### src/rtl/rvh_l1d_ld_split_align_if.sv
// Handshake bundle between the LSU load pipe, the L1D bank port and the load-result path.
// The slave modport is the split/align block's view; master is the surrounding pipe.
interface rvh_l1d_ld_split_align_if #(
    parameter int LINE_BYTES = 64,
    parameter int OFFSET_W   = $clog2(LINE_BYTES),
    parameter int PADDR_W    = 56,
    parameter int XLEN       = 64,
    parameter int TAG_W      = 8
);
    logic                         ld_req_vld_i;
    logic                         ld_req_rdy_o;
    logic [2:0]                   ld_req_op_i;
    logic [PADDR_W-1:0]           ld_req_paddr_i;
    logic [TAG_W-1:0]             ld_req_tag_i;
    logic                         l1d_req_vld_o;
    logic                         l1d_req_rdy_i;
    logic [PADDR_W-OFFSET_W-1:0]  l1d_req_line_o;
    logic [LINE_BYTES-1:0]        l1d_req_mask_o;
    logic                         l1d_resp_vld_i;
    logic [LINE_BYTES*8-1:0]      l1d_resp_data_i;
    logic                         ld_resp_vld_o;
    logic                         ld_resp_rdy_i;
    logic [XLEN-1:0]              ld_resp_data_o;
    logic [TAG_W-1:0]             ld_resp_tag_o;
    logic                         ld_resp_err_o;
    logic                         flush_i;

    modport slave (
        input  ld_req_vld_i, ld_req_op_i, ld_req_paddr_i, ld_req_tag_i,
        output ld_req_rdy_o,
        output l1d_req_vld_o, l1d_req_line_o, l1d_req_mask_o,
        input  l1d_req_rdy_i,
        input  l1d_resp_vld_i, l1d_resp_data_i,
        output ld_resp_vld_o, ld_resp_data_o, ld_resp_tag_o, ld_resp_err_o,
        input  ld_resp_rdy_i,
        input  flush_i
    );

    modport master (
        output ld_req_vld_i, ld_req_op_i, ld_req_paddr_i, ld_req_tag_i,
        input  ld_req_rdy_o,
        input  l1d_req_vld_o, l1d_req_line_o, l1d_req_mask_o,
        output l1d_req_rdy_i,
        output l1d_resp_vld_i, l1d_resp_data_i,
        input  ld_resp_vld_o, ld_resp_data_o, ld_resp_tag_o, ld_resp_err_o,
        output ld_resp_rdy_i,
        output flush_i
    );
endinterface

### src/rtl/rvh_l1d_ld_split_align.sv
// Load mask generation, line-crossing split, byte merge and sign/zero extension.
// Latency: result valid 3 cycles after accept (5 when split) with a ready L1D answering next cycle.
// Backpressure: one load in flight; request ready only in IDLE, result held until consumed.
module rvh_l1d_ld_split_align #(
    parameter int LINE_BYTES = 64,
    parameter int OFFSET_W   = $clog2(LINE_BYTES),
    parameter int PADDR_W    = 56,
    parameter int XLEN       = 64,
    parameter int TAG_W      = 8
) (
    input logic                       clk,
    input logic                       rst,
    rvh_l1d_ld_split_align_if.slave   io
);
    localparam int LINE_W = PADDR_W - OFFSET_W;

    typedef enum logic [2:0] {IDLE, REQ0, WAIT0, REQ1, WAIT1, RESP, DRAIN} state_e;

    state_e              state_q, state_d;
    logic                rdy_q, rdy_d;
    logic                l1d_vld_q, l1d_vld_d;
    logic [LINE_W-1:0]   line_q, line_d;
    logic [LINE_BYTES-1:0] mask_q, mask_d;
    logic                resp_vld_q, resp_vld_d;
    logic [XLEN-1:0]     resp_data_q, resp_data_d;
    logic [TAG_W-1:0]    resp_tag_q, resp_tag_d;
    logic                resp_err_q, resp_err_d;
    logic [1:0]          size_q, size_d;
    logic                uns_q, uns_d;
    logic [OFFSET_W-1:0] off_q, off_d;
    logic [TAG_W-1:0]    tag_q, tag_d;
    logic [63:0]         acc_q, acc_d;

    function automatic logic [7:0] low_mask(input logic [3:0] n);
        return 8'((9'd1 << n) - 9'd1);
    endfunction

    function automatic logic [XLEN-1:0] extend(input logic [63:0] raw, input logic [1:0] sz,
                                               input logic uns);
        logic            sign;
        logic [XLEN-1:0] r;
        case (sz)
            2'd0:    sign = raw[7];
            2'd1:    sign = raw[15];
            2'd2:    sign = raw[31];
            default: sign = raw[63];
        endcase
        sign = sign & ~uns;
        r = '0;
        for (int i = 0; i < XLEN / 8; i++) begin
            r[i*8 +: 8] = (i < (1 << sz)) ? raw[(i % 8)*8 +: 8] : {8{sign}};
        end
        return r;
    endfunction

    logic [3:0]            req_bytes;
    logic [OFFSET_W-1:0]   req_off;
    logic [LINE_BYTES-1:0] req_mask;
    logic [3:0]            cur_bytes;
    logic [OFFSET_W:0]     end_off;
    logic                  split;
    logic [2:0]            p1_cnt;
    logic [2:0]            n0_lo;
    logic [63:0]           part0, part1, raw;

    assign req_bytes = 4'd1 << io.ld_req_op_i[1:0];
    assign req_off   = io.ld_req_paddr_i[OFFSET_W-1:0];
    // Bytes shifted past the top of the line fall off, which is exactly part 0 of a split.
    assign req_mask  = LINE_BYTES'(low_mask(req_bytes)) << req_off;

    assign cur_bytes = 4'd1 << size_q;
    assign end_off   = {1'b0, off_q} + (OFFSET_W+1)'(cur_bytes);
    assign split     = end_off[OFFSET_W] && (end_off[OFFSET_W-1:0] != '0);
    // A split spills at most 7 bytes, so the low three bits carry both part sizes.
    assign p1_cnt    = end_off[2:0];
    assign n0_lo     = 3'd0 - off_q[2:0];

    assign part0 = 64'(io.l1d_resp_data_i >> {off_q, 3'b000});
    assign part1 = 64'(io.l1d_resp_data_i) << {n0_lo, 3'b000};
    assign raw   = (state_q == WAIT1) ? (acc_q | part1) : part0;

    always_comb begin
        state_d     = state_q;
        rdy_d       = rdy_q;
        l1d_vld_d   = l1d_vld_q;
        line_d      = line_q;
        mask_d      = mask_q;
        resp_vld_d  = resp_vld_q;
        resp_data_d = resp_data_q;
        resp_tag_d  = resp_tag_q;
        resp_err_d  = resp_err_q;
        size_d      = size_q;
        uns_d       = uns_q;
        off_d       = off_q;
        tag_d       = tag_q;
        acc_d       = acc_q;
        case (state_q)
            IDLE: begin
                if (io.ld_req_vld_i && !io.flush_i) begin
                    rdy_d  = 1'b0;
                    size_d = io.ld_req_op_i[1:0];
                    uns_d  = io.ld_req_op_i[2];
                    off_d  = req_off;
                    tag_d  = io.ld_req_tag_i;
                    if (io.ld_req_op_i == 3'd7) begin
                        state_d     = RESP;
                        resp_vld_d  = 1'b1;
                        resp_data_d = '0;
                        resp_tag_d  = io.ld_req_tag_i;
                        resp_err_d  = 1'b1;
                    end else begin
                        state_d   = REQ0;
                        l1d_vld_d = 1'b1;
                        line_d    = io.ld_req_paddr_i[PADDR_W-1:OFFSET_W];
                        mask_d    = req_mask;
                    end
                end
            end
            REQ0, REQ1: begin
                if (io.flush_i) begin
                    state_d   = IDLE;
                    l1d_vld_d = 1'b0;
                    rdy_d     = 1'b1;
                end else if (io.l1d_req_rdy_i) begin
                    state_d   = (state_q == REQ0) ? WAIT0 : WAIT1;
                    l1d_vld_d = 1'b0;
                end
            end
            WAIT0, WAIT1: begin
                // A response arriving with the flush is the one being killed, so skip DRAIN.
                if (io.flush_i) begin
                    state_d = io.l1d_resp_vld_i ? IDLE : DRAIN;
                    rdy_d   = io.l1d_resp_vld_i;
                end else if (io.l1d_resp_vld_i) begin
                    if (state_q == WAIT0 && split) begin
                        state_d   = REQ1;
                        acc_d     = part0;
                        l1d_vld_d = 1'b1;
                        line_d    = line_q + LINE_W'(1);
                        mask_d    = LINE_BYTES'(low_mask({1'b0, p1_cnt}));
                    end else begin
                        state_d     = RESP;
                        resp_vld_d  = 1'b1;
                        resp_data_d = extend(raw, size_q, uns_q);
                        resp_tag_d  = tag_q;
                        resp_err_d  = 1'b0;
                    end
                end
            end
            RESP: begin
                if (io.flush_i || io.ld_resp_rdy_i) begin
                    state_d    = IDLE;
                    resp_vld_d = 1'b0;
                    rdy_d      = 1'b1;
                end
            end
            DRAIN: begin
                if (io.l1d_resp_vld_i) begin
                    state_d = IDLE;
                    rdy_d   = 1'b1;
                end
            end
            default: begin
                state_d    = IDLE;
                rdy_d      = 1'b1;
                l1d_vld_d  = 1'b0;
                resp_vld_d = 1'b0;
            end
        endcase
    end

    always_ff @(posedge clk or negedge rst) begin
        if (!rst) begin
            state_q     <= IDLE;
            rdy_q       <= 1'b1;
            l1d_vld_q   <= 1'b0;
            line_q      <= '0;
            mask_q      <= '0;
            resp_vld_q  <= 1'b0;
            resp_data_q <= '0;
            resp_tag_q  <= '0;
            resp_err_q  <= 1'b0;
            size_q      <= '0;
            uns_q       <= 1'b0;
            off_q       <= '0;
            tag_q       <= '0;
            acc_q       <= '0;
        end else begin
            state_q     <= state_d;
            rdy_q       <= rdy_d;
            l1d_vld_q   <= l1d_vld_d;
            line_q      <= line_d;
            mask_q      <= mask_d;
            resp_vld_q  <= resp_vld_d;
            resp_data_q <= resp_data_d;
            resp_tag_q  <= resp_tag_d;
            resp_err_q  <= resp_err_d;
            size_q      <= size_d;
            uns_q       <= uns_d;
            off_q       <= off_d;
            tag_q       <= tag_d;
            acc_q       <= acc_d;
        end
    end

    assign io.ld_req_rdy_o   = rdy_q;
    assign io.l1d_req_vld_o  = l1d_vld_q;
    assign io.l1d_req_line_o = line_q;
    assign io.l1d_req_mask_o = mask_q;
    assign io.ld_resp_vld_o  = resp_vld_q;
    assign io.ld_resp_data_o = resp_data_q;
    assign io.ld_resp_tag_o  = resp_tag_q;
    assign io.ld_resp_err_o  = resp_err_q;
endmodule

### src/flat_wrapper.sv
// flat-port wrapper written by rule: the top's interface ports become plain ports
module rvh_l1d_ld_split_align_flat 
#(
    parameter int LINE_BYTES = 64,
    parameter int OFFSET_W   = $clog2(LINE_BYTES),
    parameter int PADDR_W    = 56,
    parameter int XLEN       = 64,
    parameter int TAG_W      = 8
)
  (clk, rst, io_ld_req_vld_i, io_ld_req_op_i, io_ld_req_paddr_i, io_ld_req_tag_i, io_ld_req_rdy_o, io_l1d_req_vld_o, io_l1d_req_line_o, io_l1d_req_mask_o, io_l1d_req_rdy_i, io_l1d_resp_vld_i, io_l1d_resp_data_i, io_ld_resp_vld_o, io_ld_resp_data_o, io_ld_resp_tag_o, io_ld_resp_err_o, io_ld_resp_rdy_i, io_flush_i);
  rvh_l1d_ld_split_align_if #(.LINE_BYTES(LINE_BYTES), .OFFSET_W(OFFSET_W), .PADDR_W(PADDR_W), .XLEN(XLEN), .TAG_W(TAG_W)) io_i ();
  input logic clk;
  input logic rst;
  input wire logic [$bits(io_i.ld_req_vld_i)-1:0] io_ld_req_vld_i;
  input wire logic [$bits(io_i.ld_req_op_i)-1:0] io_ld_req_op_i;
  input wire logic [$bits(io_i.ld_req_paddr_i)-1:0] io_ld_req_paddr_i;
  input wire logic [$bits(io_i.ld_req_tag_i)-1:0] io_ld_req_tag_i;
  output wire logic [$bits(io_i.ld_req_rdy_o)-1:0] io_ld_req_rdy_o;
  output wire logic [$bits(io_i.l1d_req_vld_o)-1:0] io_l1d_req_vld_o;
  output wire logic [$bits(io_i.l1d_req_line_o)-1:0] io_l1d_req_line_o;
  output wire logic [$bits(io_i.l1d_req_mask_o)-1:0] io_l1d_req_mask_o;
  input wire logic [$bits(io_i.l1d_req_rdy_i)-1:0] io_l1d_req_rdy_i;
  input wire logic [$bits(io_i.l1d_resp_vld_i)-1:0] io_l1d_resp_vld_i;
  input wire logic [$bits(io_i.l1d_resp_data_i)-1:0] io_l1d_resp_data_i;
  output wire logic [$bits(io_i.ld_resp_vld_o)-1:0] io_ld_resp_vld_o;
  output wire logic [$bits(io_i.ld_resp_data_o)-1:0] io_ld_resp_data_o;
  output wire logic [$bits(io_i.ld_resp_tag_o)-1:0] io_ld_resp_tag_o;
  output wire logic [$bits(io_i.ld_resp_err_o)-1:0] io_ld_resp_err_o;
  input wire logic [$bits(io_i.ld_resp_rdy_i)-1:0] io_ld_resp_rdy_i;
  input wire logic [$bits(io_i.flush_i)-1:0] io_flush_i;
  assign io_i.ld_req_vld_i = io_ld_req_vld_i;
  assign io_i.ld_req_op_i = io_ld_req_op_i;
  assign io_i.ld_req_paddr_i = io_ld_req_paddr_i;
  assign io_i.ld_req_tag_i = io_ld_req_tag_i;
  assign io_ld_req_rdy_o = io_i.ld_req_rdy_o;
  assign io_l1d_req_vld_o = io_i.l1d_req_vld_o;
  assign io_l1d_req_line_o = io_i.l1d_req_line_o;
  assign io_l1d_req_mask_o = io_i.l1d_req_mask_o;
  assign io_i.l1d_req_rdy_i = io_l1d_req_rdy_i;
  assign io_i.l1d_resp_vld_i = io_l1d_resp_vld_i;
  assign io_i.l1d_resp_data_i = io_l1d_resp_data_i;
  assign io_ld_resp_vld_o = io_i.ld_resp_vld_o;
  assign io_ld_resp_data_o = io_i.ld_resp_data_o;
  assign io_ld_resp_tag_o = io_i.ld_resp_tag_o;
  assign io_ld_resp_err_o = io_i.ld_resp_err_o;
  assign io_i.ld_resp_rdy_i = io_ld_resp_rdy_i;
  assign io_i.flush_i = io_flush_i;
  rvh_l1d_ld_split_align #(.LINE_BYTES(LINE_BYTES), .OFFSET_W(OFFSET_W), .PADDR_W(PADDR_W), .XLEN(XLEN), .TAG_W(TAG_W)) u_core (.clk(clk), .rst(rst), .io(io_i));
endmodule
### config.mk
export PLATFORM = sky130hd
export DESIGN_NAME = rvh_l1d_ld_split_align_flat
export DESIGN_NICKNAME = d
export VERILOG_FILES = /design/src/rtl/rvh_l1d_ld_split_align_if.sv /design/src/rtl/rvh_l1d_ld_split_align.sv /design/src/flat_wrapper.sv
export SDC_FILE = /design/constraint.sdc
export NUM_CORES = 2
export LEC_CHECK = 0
export CAP_MARGIN = 20
export CORE_ASPECT_RATIO = 0.5
export CORE_MARGIN = 10
export CORE_UTILIZATION = 28
export CTS_CLUSTER_SIZE = 16
export DETAILED_ROUTE_END_ITERATION = 16
export PLACE_DENSITY = 0.55
export SLEW_MARGIN = 10
export SYNTH_ARGS = -nofsm -noshare
export SYNTH_HDL_FRONTEND = slang
export SYNTH_SLANG_ARGS = --single-unit
### constraint.sdc
create_clock -name clk -period 4.4 [get_ports clk]
set_clock_uncertainty 0.15 [all_clocks]
set_input_delay 0.44 -clock clk [delete_from_list [all_inputs] [get_ports clk]]
set_output_delay 0.44 -clock clk [all_outputs]
set_load 0.01 [all_outputs]
Word-level counts from Yosys, hierarchy flattened --
Index checks and enable logic that the tools add are counted.
Cells by class: $add $sub $neg 5, order comparisons 8, equal/unequal tests 22, shift operators 8, multiplexer cells 75, bitwise gates (word level) 6, reductions and logical operators 21
Operators with widths (count):
- $mux 64 | 11
- $shr 512x9->64 | 1
- $pmux 64 s2 | 2
- $mux 50 | 5
- $lt 4x32->1 const A | 4
- $mux 8 | 13
- $pmux 50 s2 | 1
- $lt 3x32->1 const A | 2
- $or 64x64->64 | 1
- $shl 64x6->64 | 1
- $shl 8x6->64 | 1
- $add 50x1->50 const B | 1
- $mux 3 | 11
- $lt 1x32->1 const A | 1
- $lt 2x32->1 const A | 1
- $shl 1x2->32 const A | 1
- $mux 1 | 25
- $pmux 8 s2 | 1
- $sub 8x1->8 const B | 2
- $pmux 3 s5 | 1
- $ne 2x2->1 const B | 7
- $reduce_and 7->1 | 2
- $eq 3x3->1 const B | 4
- $reduce_and 6->1 | 2
- other kinds (29) | 44
Storage, ports and cells: register bits 274, input bits 586, output and inout bits 190, logic and storage cells 159

Longest topological paths before layout --
depth in word-level cells 15, gate-level depth with buffers 16, mapped depth without buffers 12

Least setup slack after synthesis --
OpenSTA, ideal clock, no wires.
path kind register -> register, from reg u_core.off_q[1], to reg u_core.resp_data_q[31] (netlist: u_core.io.ld_resp_data_o[31]), library setup time 0.124 ns, arrival time 3.837 ns, path slack 0.289 ns, stages on the path, launching flop included 16, period minus slack after synthesis 4.111 ns, cell sequence dfrtp_1 > inv_2 > buf_2 > buf_2 > buf_1 > clkbuf_1 > ha_1 > clkbuf_1 > inv_2 > a311oi_1 > nor2_1 > o21ai_0 > o211ai_1 > o211a_1 > clkbuf_1 > a211o_1
On the way: cells in the longest elaborated chain, start to end 15
Ends and longest elaborated chain:
- start, declared | RTL line rvh_l1d_ld_split_align.sv:30 | logic [OFFSET_W-1:0] off_q, off_d;
- start signal, assigned | RTL line rvh_l1d_ld_split_align.sv:185 | off_q <= '0;
- start signal, assigned | RTL line rvh_l1d_ld_split_align.sv:200 | off_q <= off_d;
- $sub 1x3->3 | RTL line rvh_l1d_ld_split_align.sv:76 | assign n0_lo = 3'd0 - off_q[2:0];
- $shl 64x6->64 | RTL line rvh_l1d_ld_split_align.sv:79 | assign part1 = 64'(io.l1d_resp_data_i) << {n0_lo, 3'b000};
- $or 64x64->64 | RTL line rvh_l1d_ld_split_align.sv:80 | assign raw = (state_q == WAIT1) ? (acc_q | part1) : part0;
- $mux 64 | RTL line rvh_l1d_ld_split_align.sv:80
- $pmux 1 s3 | RTL line rvh_l1d_ld_split_align.sv:42 | case (sz)
- $mux 1 | RTL line rvh_l1d_ld_split_align.sv:135 | if (state_q == WAIT0 && split) begin
- $mux 1 | RTL line rvh_l1d_ld_split_align.sv:134 | end else if (io.l1d_resp_vld_i) begin
- $mux 1 | RTL line rvh_l1d_ld_split_align.sv:131 | if (io.flush_i) begin
- $mux 1 | RTL line rvh_l1d_ld_split_align.sv:97 | case (state_q)
- $and 1x1->1 | RTL line rvh_l1d_ld_split_align.sv:48 | sign = sign & ~uns;
- $mux 8 | RTL line rvh_l1d_ld_split_align.sv:51 | r[i*8 +: 8] = (i < (1 << sz)) ? raw[(i % 8)*8 +: 8] : {8{sign}};
- $mux 64 | RTL line rvh_l1d_ld_split_align.sv:135
- $mux 64 | RTL line rvh_l1d_ld_split_align.sv:134
- $mux 64 | RTL line rvh_l1d_ld_split_align.sv:131
- $pmux 64 s2 | RTL line rvh_l1d_ld_split_align.sv:97
- end signal, assigned | RTL line rvh_l1d_ld_split_align.sv:195 | resp_data_q <= resp_data_d;
- end, declared | RTL line rvh_l1d_ld_split_align.sv:25 | logic [XLEN-1:0] resp_data_q, resp_data_d;
Several ways; a longest one is shown, not always the timed one. The select of a mux whose other input is x is not followed. A chain may end at the register's enable or synchronous reset.

Worst setup path after layout --
from reg u_core.off_q[3], to reg u_core.resp_data_q[59] (netlist: u_core.io.ld_resp_data_o[59])
On the way: cells in the longest elaborated chain, start to end 13
Ends and longest elaborated chain:
- $shr 512x9->64 | RTL line rvh_l1d_ld_split_align.sv:78 | assign part0 = 64'(io.l1d_resp_data_i >> {off_q, 3'b000});
- $mux 64 | RTL line rvh_l1d_ld_split_align.sv:80
- $pmux 1 s3 | RTL line rvh_l1d_ld_split_align.sv:42
- $mux 1 | RTL line rvh_l1d_ld_split_align.sv:135
- $mux 1 | RTL line rvh_l1d_ld_split_align.sv:134
- $mux 1 | RTL line rvh_l1d_ld_split_align.sv:131
- $mux 1 | RTL line rvh_l1d_ld_split_align.sv:97
- $and 1x1->1 | RTL line rvh_l1d_ld_split_align.sv:48
- $mux 8 | RTL line rvh_l1d_ld_split_align.sv:51
- $mux 64 | RTL line rvh_l1d_ld_split_align.sv:135
- $mux 64 | RTL line rvh_l1d_ld_split_align.sv:134
- $mux 64 | RTL line rvh_l1d_ld_split_align.sv:131
- $pmux 64 s2 | RTL line rvh_l1d_ld_split_align.sv:97
Several ways; a longest one is shown, not always the timed one. The select of a mux whose other input is x is not followed.

==> flow_summary.json <==
{
  "rsz0062_at_grt": "no",
  "drtPass1Iterations": 9,
  "yosys_register_bits": 274,
  "worst_pin_slew_ns": 1.10,
  "syn-num-nets": 4093,
  "cp_data_arrival_time_ns": 4.44,
  "synth_edf_count": 0,
  "drive_gt1_frac": 0.229,
  "port_buffers": 775,
  "wl_mm": 197,
  "switching_power_mw": 19.9,
  "layout_min_cycle_time_ns": 4.16,
  "overflow": 0,
  "cts_root_buffer": "clkbuf_16",
  "cap_violations": 0,
  "wl_met3_mm": 25.0,
  "ant_nets": 0,
  "synth-adder-area-share": 0.00355,
  "yosysUniqueCellTypes": 87,
  "status": "finished, final reports clean",
  "critical_path_class": "flip-flop to flip-flop",
  "grt_max_degree": 111,
  "peakVddDrop_mv": 0.526,
  "core-area_sq_um": 127000,
  "setup-violations-final": 0,
  "cp_max_fo": 36,
  "syn_to_final_growth_pct": 31.2,
  "initial_core_util": 0.284,
  "clkSinkCount": 274,
  "syn_area_sq_um": 36000,
  "synthXorXnorAreaFrac": 0.00146,
  "max_slew_margin": 0.263,
  "drc_errors": 0,
  "synth_top_family_by_area": "multiplexers",
  "syn_inst": 3499,
  "placed_area_sq_um": 45800,
  "fp-row-count": 92,
  "synthMuxAreaShare": 0.464,
  "p_seq_frac": 0.116,
  "die_area_sq_um": 144000,
  "powerDensity_nw_per_um2": 799,
  "grt_pass1_vias": 35500,
  "startpoint": "u_core.off_q[3]",
  "hold_violations": 0,
  "die_w_um": 527,
  "async_flop_share": 1.00,
  "place_congestion": 1.07,
  "slew_violations": 0,
  "worstPathRequired_ns": 4.68,
  "grt_pass1_wl_mm": 274,
  "synth_compound_area_frac": 0.170,
  "post-dp-hpwl_mm": 159,
  "p_clk_frac": 0.080,
  "layout_setup_ws_ns": 0.237,
  "pre_cts_ws_ns": 0.358,
  "num_vias": 37900,
  "r2r_cells": 8,
  "postCtsResizedCells": 0,
  "ys_warn_count": 0,
  "numCtsBuffers": 36,
  "cts_setup_buffers": 0,
  "internal-power_mw": 17.8,
  "fp.dieH_um": 273,
  "cts_buffer_depth": 3,
  "sw_frac_of_total": 0.529,
  "nets": 4743,
  "postSynthAreaPerCell_sq_um": 10.3,
  "ys_dominant_reg_cell": "dfrtp_1",
  "io_pins": 776,
  "wl_met1_mm": 74.9,
  "top_layer_used": "met5",
  "worst_setup_path_end_kind": "flip-flop",
  "p_leak_nw": 17.5,
  "wl_met2_mm": 88.1,
  "fin_util": 0.372,
  "first_iter_violations": 6162,
  "htreeDepth": 2,
  "setup_tns_ns": 0,
  "r2r-start": "u_core.off_q[3]",
  "crit_path_start_kind": "flip-flop",
  "max_freq_ghz": 0.240,
  "antenna_found_initial": 85,
  "hp-class": "primary input to async pin",
  "period_share": 0.946,
  "avgRoutedWirePerCell_um": 33.2,
  "track_usage": 0.256,
  "path_clk_slew_ns": 0.06,
  "cts_tree": "yes",
  "ys_seq_area_frac": 0.191,
  "vias_per_cell": 6.38,
  "final_area_sq_um": 47200,
  "combPwrFrac": 0.804,
  "clk_latency_ns": 0.57,
  "fin_total_pwr_mw": 37.7,
  "synth-simple-area-share": 0.111
}
-- path summary, 6_finish.rpt --
kind,slack (ns),endpoint
setup / recovery,0.24,u_core.io.ld_resp_data_o[59]
hold / removal,0.32,u_core.tag_q[5]
setup reg to reg,0.24,u_core.io.ld_resp_data_o[59]
hold reg to reg,0.32,u_core.io.l1d_req_mask_o[35]
max in group asynchronous,2.52,u_core.io.ld_resp_data_o[32]
min in group clk,0.32,u_core.io.l1d_req_mask_o[35]
-- cell usage in the layout (no fill, tap or decap), types with 49 or more instances in the layout --
cell type	n
o22ai_1	49
buf_4	181
o31ai_1	64
nand2_1	375
nor2_1	262
clkdlybuf4s50_1	774
nand3_1	73
mux2i_1	318
diode_2	69
mux2_2	145
a22oi_1	60
mux4_2	500
a21oi_1	208
dfrtp_1	267
nor3_1	59
o21ai_0	156
-- critical path: stages, from the launching register on --
cell and delay [ns]:
dfrtp_4 1.00, buf_4 0.47, mux4_2 0.55, mux2i_1 0.23, mux2i_1 0.11, o21ai_0 0.74
a21oi_1 0.35, o211ai_1 0.28, nand3_1 0.09
-- through the flow --
stage,hold slack [ns],std cells
floorplan,-0.00559,3499
global placement,0.304,5802
detailed placement,0.310,5802
CTS,0.323,5865
global route,0.345,5923
finish,0.320,5934
-- layer usage --
layer	up-vias	global-route usage
met5	-	0
met4	34	0.115
met3	445	0.0968
met2	2578	0.385
met1	19300	0.325
li1	15500	-
-- kinds of logic after synthesis --
| logic type | after synthesis |
|---|---|
| AO/OA/AOI/OAI | 917 |
| XOR/XNOR | 6 |
| adder cells (fa/ha/maj) | 10 |
| buffers and inverters | 397 |
| flip-flops | 274 |
| multiplexers | 987 |
| AND/OR/NAND/NOR | 908 |
-- Yosys cell counts, types with 21 or more instances --
| master | n | area, sq um |
|---|---|---|
| nor2b_1 | 21 | 131 |
| nor2_1 | 262 | 983 |
| buf_2 | 95 | 475 |
| a2bb2oi_1 | 25 | 219 |
| clkbuf_1 | 170 | 638 |
| inv_1 | 23 | 86.3 |
| a21oi_1 | 210 | 1050 |
| nand2_1 | 375 | 1410 |
| a22oi_1 | 60 | 450 |
| mux2_2 | 145 | 1630 |
| nand2b_1 | 21 | 131 |
| o31ai_1 | 64 | 480 |
| a31oi_1 | 31 | 194 |
| a211oi_1 | 39 | 293 |
| o21ai_0 | 156 | 781 |
| mux4_1 | 23 | 604 |
| mux4_2 | 500 | 11300 |
| o21ai_1 | 40 | 200 |
| o22ai_1 | 49 | 307 |
| nand3_1 | 74 | 370 |
| dfrtp_1 | 273 | 6830 |
| o211ai_1 | 31 | 233 |
| buf_1 | 24 | 90.1 |
| buf_4 | 45 | 338 |
| a221oi_1 | 23 | 201 |
| nor3_1 | 65 | 325 |
| mux2i_1 | 318 | 3180 |
-- state kept, by name, summed over array words and instances (netlist names) --
| signal | cells |
|---|---|
| u_core.uns_q | 1 |
| u_core.tag_q | 8 |
| u_core.size_q | 2 |
| u_core.io.l1d_req_vld_o | 1 |
| u_core.io.ld_req_rdy_o | 1 |
| u_core.io.l1d_req_line_o | 50 |
| u_core.off_q | 6 |
| u_core.acc_q | 64 |
| u_core.io.ld_resp_err_o | 1 |
| u_core.state_q | 3 |
| u_core.io.ld_resp_tag_o | 8 |
| u_core.io.ld_resp_data_o | 64 |
| u_core.io.ld_resp_vld_o | 1 |
| u_core.io.l1d_req_mask_o | 64 |
-- repair_timing --
action / CTS / global route
endpoints found under the hold margin: 82 / 0
endpoints found under the setup margin: 0 / 0
hold buffers: 1 / 0
-- power groups by stage --
stage               combinational [mW]  clock (mW)  sequential, mW
finish                            30.3        3.01            4.39
global route                      31.4        3.18            4.45
CTS                               29.1        3.07            4.34
detailed placement                28.9           0            4.38
global placement                  28.8           0            4.36
floorplan                         18.2           0            4.16
-- area by class of cell --
class / instances / area, sq um
Sequential cell: 274 / 6880
Clock inverter: 13 / 186
Antenna cell: 69 / 173
Fill cell: 12600 / 79600
Inverter: 29 / 121
Clock buffer: 49 / 1010
Tap cell: 1692 / 2120
Timing Repair Buffer: 980 / 9590
Multi-Input combinational cell: 2828 / 27100
Note: power is estimated with default switching activity, not from simulation.
